$ cat config.mk
export PLATFORM = sky130hd
export DESIGN_NAME = calc_input_cond
export DESIGN_NICKNAME = d
export VERILOG_FILES = /design/src/rtl/calc_pkg.sv /design/src/rtl/calc_input_cond_btn_debounce.sv /design/src/rtl/calc_input_cond.sv
export SDC_FILE = /design/constraint.sdc
export NUM_CORES = 1
export LEC_CHECK = 0
export ABC_AREA = 1
export ABC_CLOCK_PERIOD_IN_PS = 8800
export CORE_UTILIZATION = 50
export CTS_BUF_LIST = sky130_fd_sc_hd__clkbuf_16
export DETAILED_ROUTE_END_ITERATION = 16
export DONT_BUFFER_PORTS = 1
export PLACE_DENSITY = 0.63
export SLEW_MARGIN = 15
export SYNTH_ARGS = -nofsm -noshare
export SYNTH_HDL_FRONTEND = slang
export SYNTH_SLANG_ARGS = --single-unit
$ cat constraint.sdc
create_clock -name clk -period 8.8 [get_ports clk]
set_clock_uncertainty 0.2 [all_clocks]
set_input_delay 2.64 -clock clk [delete_from_list [all_inputs] [get_ports clk]]
set_output_delay 2.64 -clock clk [all_outputs]
set_load 0.01 [all_outputs]
$ cat src/rtl/calc_pkg.sv
// Shared types and defaults for the calculator input conditioning slice.
`timescale 1ns/1ps
package calc_pkg;

  typedef enum logic [1:0] {
    STABLE_LO = 2'd0,
    WAIT_HI   = 2'd1,
    STABLE_HI = 2'd2,
    WAIT_LO   = 2'd3
  } btn_state_t;

  localparam int DEF_DEBOUNCE_CYCLES = 1000000;
  localparam int DEF_SYNC_STAGES     = 2;
  localparam int SW_W                = 16;

endpackage

$ cat src/rtl/calc_input_cond_btn_debounce.sv
// One raw button: synchroniser, debounce FSM with saturating stability
// counter, debounced level and one-cycle rise strobe.
`timescale 1ns/1ps
module btn_debounce
  import calc_pkg::*;
#(
  parameter int DEBOUNCE_CYCLES = DEF_DEBOUNCE_CYCLES,
  parameter int SYNC_STAGES     = DEF_SYNC_STAGES
) (
  input  logic clk,
  input  logic rst,
  input  logic raw,
  output logic level,
  output logic rise
);

  localparam int CW = $clog2(DEBOUNCE_CYCLES + 1);
  localparam logic [CW-1:0] CNT_MAX  = '1;
  localparam logic [CW-1:0] CNT_LAST = CW'(DEBOUNCE_CYCLES - 2);

  logic [SYNC_STAGES-1:0] sync_q;
  logic                   s;

  btn_state_t    state_q, state_d;
  logic [CW-1:0] cnt_q, cnt_d;
  logic          rise_q, rise_d;

  always_ff @(posedge clk or posedge rst) begin
    if (rst) begin
      sync_q <= '0;
    end else begin
      sync_q <= {sync_q[SYNC_STAGES-2:0], raw};
    end
  end

  assign s = sync_q[SYNC_STAGES-1];

  always_ff @(posedge clk or posedge rst) begin
    if (rst) begin
      state_q <= STABLE_LO;
      cnt_q   <= '0;
      rise_q  <= 1'b0;
    end else begin
      state_q <= state_d;
      cnt_q   <= cnt_d;
      rise_q  <= rise_d;
    end
  end

  // The sample that enters WAIT_* counts as the first stable one,
  // so the commit fires when the increment would reach DEBOUNCE_CYCLES-1.
  always_comb begin
    state_d = state_q;
    cnt_d   = cnt_q;
    rise_d  = 1'b0;
    unique case (state_q)
      STABLE_LO: begin
        cnt_d = '0;
        if (s) state_d = WAIT_HI;
      end
      WAIT_HI: begin
        if (!s) begin
          state_d = STABLE_LO;
          cnt_d   = '0;
        end else if (cnt_q >= CNT_LAST) begin
          state_d = STABLE_HI;
          cnt_d   = '0;
          rise_d  = 1'b1;
        end else if (cnt_q != CNT_MAX) begin
          cnt_d = cnt_q + 1'b1;
        end
      end
      STABLE_HI: begin
        cnt_d = '0;
        if (!s) state_d = WAIT_LO;
      end
      WAIT_LO: begin
        if (s) begin
          state_d = STABLE_HI;
          cnt_d   = '0;
        end else if (cnt_q >= CNT_LAST) begin
          state_d = STABLE_LO;
          cnt_d   = '0;
        end else if (cnt_q != CNT_MAX) begin
          cnt_d = cnt_q + 1'b1;
        end
      end
      default: begin
        state_d = STABLE_LO;
        cnt_d   = '0;
      end
    endcase
  end

  always_comb begin
    level = 1'b0;
    rise  = rise_q;
    unique case (state_q)
      STABLE_HI, WAIT_LO: level = 1'b1;
      default:            level = 1'b0;
    endcase
  end

endmodule

$ cat src/rtl/calc_input_cond.sv
// Board input conditioning: debounced buttons, btnd press strobe,
// synchronised switch word. btnu is the asynchronous reset.
`timescale 1ns/1ps
module calc_input_cond
  import calc_pkg::*;
#(
  parameter int DEBOUNCE_CYCLES = DEF_DEBOUNCE_CYCLES,
  parameter int SYNC_STAGES     = DEF_SYNC_STAGES
) (
  input  logic            clk,
  input  logic            btnu,
  input  logic            btnc,
  input  logic            btnl,
  input  logic            btnr,
  input  logic            btnd,
  input  logic [SW_W-1:0] sw,
  output logic            btnc_db,
  output logic            btnl_db,
  output logic            btnr_db,
  output logic            btnd_pulse,
  output logic [SW_W-1:0] sw_sync
);

  logic rst;
  assign rst = btnu;

  logic unused_c_rise;
  logic unused_l_rise;
  logic unused_r_rise;
  logic unused_d_level;

  btn_debounce #(
    .DEBOUNCE_CYCLES(DEBOUNCE_CYCLES),
    .SYNC_STAGES    (SYNC_STAGES)
  ) u_btnc (
    .clk  (clk),
    .rst  (rst),
    .raw  (btnc),
    .level(btnc_db),
    .rise (unused_c_rise)
  );

  btn_debounce #(
    .DEBOUNCE_CYCLES(DEBOUNCE_CYCLES),
    .SYNC_STAGES    (SYNC_STAGES)
  ) u_btnl (
    .clk  (clk),
    .rst  (rst),
    .raw  (btnl),
    .level(btnl_db),
    .rise (unused_l_rise)
  );

  btn_debounce #(
    .DEBOUNCE_CYCLES(DEBOUNCE_CYCLES),
    .SYNC_STAGES    (SYNC_STAGES)
  ) u_btnr (
    .clk  (clk),
    .rst  (rst),
    .raw  (btnr),
    .level(btnr_db),
    .rise (unused_r_rise)
  );

  btn_debounce #(
    .DEBOUNCE_CYCLES(DEBOUNCE_CYCLES),
    .SYNC_STAGES    (SYNC_STAGES)
  ) u_btnd (
    .clk  (clk),
    .rst  (rst),
    .raw  (btnd),
    .level(unused_d_level),
    .rise (btnd_pulse)
  );

  // Switches are level inputs with no bounce concern; sync only.
  logic [SW_W-1:0] sw_q [SYNC_STAGES];

  always_ff @(posedge clk or posedge rst) begin
    if (rst) begin
      for (int i = 0; i < SYNC_STAGES; i++) sw_q[i] <= '0;
    end else begin
      sw_q[0] <= sw;
      for (int i = 1; i < SYNC_STAGES; i++) sw_q[i] <= sw_q[i-1];
    end
  end

  assign sw_sync = sw_q[SYNC_STAGES-1];

endmodule

==> impl_metrics.tcl, run 1 <==
set metrics [dict create \
    reg2reg_slack_ns 6.46 \
    routabilityCongestion 0.919 \
    top_layer "met4" \
    p_clk_frac 0.451 \
    post-place-cells 972 \
    combPwrFrac 0.106 \
    clk_latency_ns 0.42 \
    r2r_end "u_btnr.cnt_q[12]$_DFF_PP0_" \
    die_area_mm2 0.0138 \
    die_x_um 118 \
    fin_util 0.568 \
    die_h_um 118 \
    crit_cells 0 \
    antenna_found_initial 0 \
    fin_nets 849 \
    period_needed_ns 3.70 \
    ys_seq_area_frac 0.483 \
    hpwl_um 9520 \
    synth_cells 827 \
    area_growth_pct 8.92 \
    finalMaxSlewViolations 0 \
    grt-ovfl-total 0 \
    reg2reg_depth 12 \
    final_cells 1004 \
    gr-usage-all-layers 0.209 \
    drive_gt1_frac 0.106 \
    grt_pass1_vias 4954 \
    total_power_w 0.00150 \
    vias 5075 \
    syn-num-nets 857 \
    synth.cell_area_mm2 0.00669 \
    crit_required_ns 5.96 \
    wl_um 13300 \
    path_max_fanout 3 \
    synth_edf_count 0 \
    antenna_cells 0 \
    post-cts-setup-buffers 0 \
    reg2reg_from "u_btnr.cnt_q[0]$_DFF_PP0_" \
    power_density_mw_per_mm2 206 \
    ant_nets 0 \
    relSlewSlack 0.347 \
    async_flop_share 1.00 \
    multiInputGateArea_mm2 0.00293 \
    wire_per_inst_um 13.3 \
    synth_top_area_share 0.483 \
    avgSynthCellArea_um2 8.09 \
    hp-class "flop to flop" \
    fin_crit_sh 0.421 \
    via_per_inst 5.05 \
    tritoncts "yes" \
    crit_arrival_ns 0.86 \
    ys_types 41 \
    dp_slack_ns 4.59 \
    pwr-share-seq 0.443 \
    ys_ff_latch 129 \
    start_util 0.522 \
    setup_viol 0 \
    drtIter0Drc 312 \
    finalHoldViolCount 0 \
    grt_first_pass_wirelength_um 23000 \
    port_buffers 0 \
    p_sw_frac 0.287 \
    clkSinkCount 129 \
    clkTransAtPathRegs_ns 0.06 \
    coreArea_mm2 0.0128 \
    p_leak_nw 3.28 \
    clk_path_buf_depth 2 \
    rsz0062_at_grt "no" \
    tightest_slew_ns 0.980 \
    p_int_w 0.00107 \
    cts_buffers 17 \
    worstSetupEndpoint "btnl_db" \
    ff_latch_area_mm2 0.00323 \
    ys.flop_type "dfrtp_1" \
    m1WireLength_um 6260 \
    yosysWarnings 0 \
    cp-start-kind "flop" \
    grt_max_degree 80 \
    status "completed" \
    path_class "flop to output port" \
    nFillCells 1178 \
    switchingPower_w 0.000430 \
    tns_ns 0 \
    synth_area_leader_cell "dfrtp_1" \
    drtPass1Iterations 5 \
    htree_levels 4 \
    cts_root_buf "clkbuf_16" \
    end_kind "output port" \
    routed-wl-met3_um 518 \
    ir_drop_uv 176 \
    rows 41 \
    max_cap_violations 0 \
    cts.repair.resized 0 \
    drc 0 \
    ios 42 \
    synth.top_cells.by_area "dfrtp_1 (48%), nand2_1 (10%), nor2_1 (8.8%)" \
    setup_slack_ns 5.10 \
    fmax_mhz 270 \
    hold_buffers 0 \
    met2RoutedLength_um 6370 \
]
-- placed cells by master (no fill, tap or decap), types with 4 or more instances in the layout --
cell type    n
nand2_1    185
nor2_1     157
dfrtp_1    129
inv_1       77
nand3_1     60
a21oi_1     34
xnor2_1     18
xor2_1      17
clkbuf_16   17
o21ai_0     13
nor2_2      13
nand4_1     13
nor3_1      12
nand2_2     10
ha_1         8
inv_2        7
inv_6        7
nand3_2      5
o211ai_1     4
-- per-stage QoR --
stage / instance area, um2 / hold slack, ns
2_1_floorplan: 6690 / 0.131
3_3_place_gp: 6710 / 0.133
6_report: 7290 / 0.148
4_1_cts: 7290 / 0.149
5_1_grt: 7290 / 0.154
3_5_place_dp: 6710 / 0.135
-- final cells by class --
type | count | area share
Sequential cell | 129 | 0.443
Multi-Input combinational cell | 583 | 0.402
Clock buffer | 17 | 0.0584
Inverter | 87 | 0.0459
Tap cell | 172 | 0.0295
Clock inverter | 15 | 0.0203
Timing Repair Buffer | 1 | 0.00103
-- how the worst min path moves through the flow --
stage	to	slack, ns	depth (start not counted)	startpoint
after floorplan	sw_sync[0]$_DFF_PP0_	0.13	0	sw_q[16]$_DFF_PP0_
after global placement	u_btnc.sync_q[1]$_DFF_PP0_	0.13	0	u_btnc.sync_q[0]$_DFF_PP0_
after detailed placement	sw_sync[13]$_DFF_PP0_	0.13	0	sw_q[29]$_DFF_PP0_
after CTS	sw_sync[13]$_DFF_PP0_	0.15	0	sw_q[29]$_DFF_PP0_
after global routing	u_btnr.sync_q[1]$_DFF_PP0_	0.15	0	u_btnr.sync_q[0]$_DFF_PP0_
final	sw_sync[13]$_DFF_PP0_	0.15	0	sw_q[29]$_DFF_PP0_
-- power by group through the flow --
stage               Combinational (W)  Sequential (W)  Clock, W
finish                       0.000159        0.000664  0.000676
global route                 0.000185        0.000669  0.000720
CTS                          0.000163        0.000664  0.000694
detailed placement           0.000162        0.000675         0
global placement             0.000156        0.000673         0
floorplan                    0.000152        0.000659         0
-- sequential cells by signal (all words and copies together), names as in the netlist, named ones only --
register / count
sw_q: 16
sw_sync: 16
u_btnc.cnt_q: 20
u_btnc.state_q: 1
u_btnc.sync_q: 2
u_btnd.cnt_q: 20
u_btnd.rise: 1
u_btnd.state_q: 1
u_btnd.sync_q: 2
u_btnl.cnt_q: 20
u_btnl.state_q: 1
u_btnl.sync_q: 2
u_btnr.cnt_q: 20
u_btnr.state_q: 1
u_btnr.sync_q: 2
-- cells by family after synthesis --
kind of cell / share of synthesized area
and+or+nand+nor: 0.323
DFF: 0.483
buffers and inverters: 0.0797
AOI/OAI and AO/OA: 0.0542
xor gates and xnor gates: 0.0458
adders and majority gates: 0.0150
-- cell usage after synthesis (4+ instances only) --
cell type / instances
nor2_1: 157
o211ai_1: 4
nor2_2: 13
buf_6: 4
dfrtp_1: 129
xnor2_1: 18
nand4_1: 13
nand3_1: 60
o21ai_0: 13
buf_2: 4
inv_1: 78
inv_2: 7
buf_4: 17
nand3_2: 5
ha_1: 8
nand2_2: 10
nand2_1: 185
a21oi_1: 34
xor2_1: 17
nor3_1: 12
-- metal layers --
layer	up-vias	GRT usage
met1	2367	0.277
met4	0	0.0785
li1	2594	-
met3	18	0.0547
met5	-	0
met2	96	0.330
Note: power is estimated with default switching activity, not from simulation.
==> run 2, diff against run 1 <==
--- a/config.mk
+++ b/config.mk
@@ -6,12 +6,12 @@
 export NUM_CORES = 1
 export LEC_CHECK = 0
 export ABC_AREA = 1
-export ABC_CLOCK_PERIOD_IN_PS = 8800
+export ABC_CLOCK_PERIOD_IN_PS = 3170
 export CORE_UTILIZATION = 50
 export CTS_BUF_LIST = sky130_fd_sc_hd__clkbuf_16
 export DETAILED_ROUTE_END_ITERATION = 16
 export DONT_BUFFER_PORTS = 1
-export PLACE_DENSITY = 0.63
+export PLACE_DENSITY = 0.66
 export SLEW_MARGIN = 15
 export SYNTH_ARGS = -nofsm -noshare
 export SYNTH_HDL_FRONTEND = slang
==> constraint.sdc (replaced) <==
create_clock -name clk -period 3.17 [get_ports clk]
set_clock_uncertainty 0.2 [all_clocks]
set_input_delay 0.951 -clock clk [delete_from_list [all_inputs] [get_ports clk]]
set_output_delay 0.951 -clock clk [all_outputs]
set_load 0.01 [all_outputs]
==> impl_metrics.tcl, run 2 (same netlist as run 1, synthesis figures left out) <==
set metrics [dict create \
    tns_ns 0 \
    hold_buffers 0 \
    design_area_mm2 0.00739 \
    path_max_fanout 20 \
    rows 41 \
    nFillCells 1175 \
    clk_latency_ns 0.42 \
    placed_cell_area_mm2 0.00674 \
    total_power_w 0.00442 \
    period_needed_ns 2.29 \
    cp-start-kind "flop" \
    rsz0062_at_grt "no" \
    gr-usage-all-layers 0.214 \
    die_h_um 118 \
    tightest_slew_ns 0.743 \
    final_cell_mix "nand2_1 (185), nor2_1 (157), dfrtp_1 (129)" \
    grt_max_degree 55 \
    ios 42 \
    clkSinkCount 129 \
    grt_first_pass_wirelength_um 23500 \
    wire_per_inst_um 13.5 \
    end_kind "flop" \
    final_common_cell "nand2_1" \
    p_leak_nw 3.32 \
    clkTransAtPathRegs_ns 0.06 \
    port_buffers 0 \
    status "completed" \
    routabilityCongestion 0.883 \
    max_cap_violations 0 \
    hp-class "flop to flop" \
    grt_pass1_vias 4979 \
    clk_path_buf_depth 2 \
    area_growth_pct 10.5 \
    drtPass1Iterations 7 \
    fmax_mhz 436 \
    htree_levels 4 \
    cts_buffers 17 \
    ant_nets 0 \
    via_per_inst 5.16 \
    setup_viol 0 \
    power_density_mw_per_mm2 598 \
    ir_drop_uv 464 \
    hpwl_um 9570 \
    fin_crit_sh 0.723 \
    tritoncts "yes" \
    die_area_mm2 0.0138 \
    finalMaxSlewViolations 0 \
    post-cts-setup-buffers 0 \
    start_util 0.522 \
    relSlewSlack 0.503 \
    ff_latch_area_mm2 0.00323 \
    antenna_found_initial 1 \
    die_x_um 118 \
    coreArea_mm2 0.0128 \
    multiInputGateArea_mm2 0.00293 \
    path_class "flop to flop" \
    crit_required_ns 3.27 \
    post-place-cells 973 \
    cts.repair.resized 0 \
    grt-ovfl-total 0 \
    drive_gt1_frac 0.107 \
    crit_arrival_ns 2.39 \
    cts_root_buf "clkbuf_16" \
    finalHoldViolCount 0 \
    drc 0 \
    wl_um 13600 \
    drtIter0Drc 411 \
    fin_nets 850 \
    final_cells 1006 \
    vias 5191 \
    reg2reg_slack_ns 0.88 \
]
==> run 2: final cells by class <==
| cell class | instances | share of cell area |
|---|---|---|
| diodes | 1 | 0.000339 |
| inverters | 87 | 0.0450 |
| repair buffers | 2 | 0.00542 |
| clock buffers | 17 | 0.0576 |
| flip-flops and latches | 129 | 0.437 |
| multi-input cells | 583 | 0.396 |
| well taps | 172 | 0.0291 |
| clock inverters | 15 | 0.0296 |
==> run 2: routing by layer <==
layer	vias up	wire length [um]	track usage
met1	2495	6280	0.278
li1	2592	-	-
met2	92	6590	0.339
met3	12	546	0.0669
met5	-	0	0
met4	0	159	0.0721
==> run 2: path summary, 6_finish.rpt <==
path / cells after the start / to / start
max: 11 / flop / u_btnr.cnt_q[0]$_DFF_PP0_
max in group asynchronous: 2 / u_btnd.state_q[0]$_DFFE_PP0P_ / btnu
min reg2reg: 0 / sw_sync[5]$_DFF_PP0_ / sw_q[21]$_DFF_PP0_
min: 0 / sw_sync[5]$_DFF_PP0_ / sw_q[21]$_DFF_PP0_
min in group asynchronous: 1 / sw_sync[4]$_DFF_PP0_ / btnu
max reg2reg: 11 / flop / u_btnr.cnt_q[0]$_DFF_PP0_
==> run 2: worst max-delay path, cell delays in order (launching register included) <==
cell and delay [ns]:
dfrtp_1 0.39, inv_1 0.08, ha_1 0.19, or2_2 0.28, nand2_1 0.07, nand2_1 0.05, nand2_1 0.05, nand2_1 0.05
nand2_1 0.05, nand2_1 0.42, nand3_1 0.25, nand2_1 0.09
==> run 2: where the power goes <==
part           leakage [nW]  internal [W]  switching, W
sequential             1.69       0.00174      0.000101
combinational          1.32      0.000136      0.000316
clock                 0.310       0.00134      0.000786
total                  3.32       0.00322       0.00120
==> run 2: through the flow <==
step / utilization / hold WS (ns) / setup WS, ns
floorplan: - / 0.131 / 0.424
global placement: 0.526 / 0.132 / 0.997
detailed placement: 0.526 / 0.135 / 0.932
CTS: 0.576 / 0.149 / 0.864
global route: 0.576 / 0.152 / 0.650
finish: 0.576 / 0.147 / 0.878
==> run 3, diff against run 2 <==
--- a/config.mk
+++ b/config.mk
@@ -6,12 +6,12 @@
 export NUM_CORES = 1
 export LEC_CHECK = 0
 export ABC_AREA = 1
-export ABC_CLOCK_PERIOD_IN_PS = 3170
+export ABC_CLOCK_PERIOD_IN_PS = 2380
 export CORE_UTILIZATION = 50
 export CTS_BUF_LIST = sky130_fd_sc_hd__clkbuf_16
 export DETAILED_ROUTE_END_ITERATION = 16
 export DONT_BUFFER_PORTS = 1
-export PLACE_DENSITY = 0.66
+export PLACE_DENSITY = 0.63
 export SLEW_MARGIN = 15
 export SYNTH_ARGS = -nofsm -noshare
 export SYNTH_HDL_FRONTEND = slang
==> constraint.sdc (replaced) <==
create_clock -name clk -period 2.38 [get_ports clk]
set_clock_uncertainty 0.2 [all_clocks]
set_input_delay 0.714 -clock clk [delete_from_list [all_inputs] [get_ports clk]]
set_output_delay 0.714 -clock clk [all_outputs]
set_load 0.01 [all_outputs]
==> impl_metrics.tcl, run 3 (same netlist as run 1, synthesis figures left out) <==
set metrics [dict create \
    rows 41 \
    setup_slack_ns 0.244 \
    tns_ns 0 \
    cts_root_buf "clkbuf_16" \
    path_class "flop to flop" \
    end_kind "flop" \
    ios 42 \
    tightest_slew_ns 0.593 \
    ant_nets 0 \
    post-place-cells 976 \
    die_x_um 118 \
    setup_viol 0 \
    drtPass1Iterations 4 \
    hold_buffers 0 \
    hp-class "input port to async pin" \
    path_max_fanout 15 \
    clk_latency_ns 0.43 \
    status "completed" \
    drc 0 \
    clkTransAtPathRegs_ns 0.06 \
    wl_um 13600 \
    port_buffers 0 \
    dp_slack_ns 0.247 \
    antenna_found_initial 2 \
    clkSinkCount 129 \
    drtIter0Drc 324 \
    cts_buffers 17 \
    grt-ovfl-total 0 \
    hpwl_um 9890 \
    post-cts-setup-buffers 0 \
    nFillCells 1157 \
    crit_arrival_ns 2.24 \
    routabilityCongestion 0.939 \
    relSlewSlack 0.604 \
    coreArea_mm2 0.0128 \
    cts.repair.resized 0 \
    final_common_cell "nand2_1" \
    area_growth_pct 10.5 \
    wire_per_inst_um 13.5 \
    max_cap_violations 0 \
    htree_levels 4 \
    final_cell_mix "nand2_1 (185), nor2_1 (157), dfrtp_1 (129)" \
    fin_nets 853 \
    finalMaxSlewViolations 0 \
    cp-start-kind "flop" \
    vias 5174 \
    finalHoldViolCount 0 \
    drive_gt1_frac 0.108 \
    tritoncts "yes" \
    via_per_inst 5.12 \
    grt_first_pass_wirelength_um 23400 \
    grt_pass1_vias 5091 \
    gr-usage-all-layers 0.213 \
    die_h_um 118 \
    rsz0062_at_grt "no" \
    fin_crit_sh 0.898 \
    crit_required_ns 2.48 \
    die_area_mm2 0.0138 \
    ir_drop_uv 598 \
    clk_path_buf_depth 2 \
    power_density_mw_per_mm2 777 \
    grt_max_degree 39 \
    start_util 0.522 \
    fmax_mhz 468 \
    period_needed_ns 2.14 \
    final_cells 1010 \
    p_leak_nw 3.32 \
]
[run 3: cell count changes in the layout (fill, tap and decap cells not counted), sizes merged]
cell    previous run  this run
buf                2         5
clkinv             3         6
inv               92        90
bufinv             4         3
diode              1         2
[run 3: area by class of cell]
type                            count  area [um2]  share of cell area
Clock inverter                     15         183              0.0247
Inverter                           87         333              0.0450
Multi-Input combinational cell    583        2930               0.396
Tap cell                          172         215              0.0291
Sequential cell                   129        3230               0.437
Antenna cell                        2        5.00            0.000677
Clock buffer                       17         425              0.0575
Timing Repair Buffer                5        75.1              0.0102
[run 3: stage by stage]
stage          utilization  hold WS (ns)  power (W)  area [um2]
2_1_floorplan            -         0.131    0.00300        6690
5_1_grt              0.576        0.0624    0.00601        7390
4_1_cts              0.576        0.0371    0.00582        7390
3_3_place_gp         0.529         0.132    0.00309        6780
6_report             0.576        0.0238    0.00574        7390
3_5_place_dp         0.529         0.135    0.00313        6780
[run 3: layer usage]
| layer | wire [um] | GRT usage | vias up | part of all wire |
|---|---|---|---|---|
| met5 | 0 | 0 | - | 0 |
| met4 | 238 | 0.0954 | 0 | 0.017 |
| met3 | 619 | 0.0644 | 19 | 0.045 |
| met2 | 6460 | 0.342 | 121 | 0.47 |
| met1 | 6320 | 0.265 | 2438 | 0.46 |
| li1 | - | - | 2596 | - |
[run 3: worst paths after layout]
kind                                            from                          to  slack (ns)  cells past startpoint
setup reg to reg           u_btnc.cnt_q[1]$_DFF_PP0_  u_btnc.cnt_q[11]$_DFF_PP0_        0.24                      9
setup / recovery           u_btnc.cnt_q[1]$_DFF_PP0_  u_btnc.cnt_q[11]$_DFF_PP0_        0.24                      9
max in group asynchronous                       btnu  u_btnr.cnt_q[11]$_DFF_PP0_        1.38                      2
min in group clk                                btnl  u_btnl.sync_q[0]$_DFF_PP0_        0.11                      0
hold reg to reg                   sw_q[30]$_DFF_PP0_       sw_sync[14]$_DFF_PP0_        0.15                      0
hold / removal                                  btnu  u_btnl.sync_q[0]$_DFF_PP0_        0.02                      1
[run 3: report_power, final]
part           switching [W]  total (W)  internal (W)
registers           0.000130    0.00245       0.00232
logic               0.000423   0.000628      0.000205
clock network        0.00101    0.00267       0.00166
[run 3: worst max-delay path, stage by stage (launching register included)]
cell     delay, ns
dfrtp_1       0.42
ha_1          0.26
inv_1         0.07
nor2_2        0.18
nand2_2       0.11
nor2_4        0.16
nand2_2       0.22
nand2_1       0.18
xor2_1        0.16
nor2_1        0.05
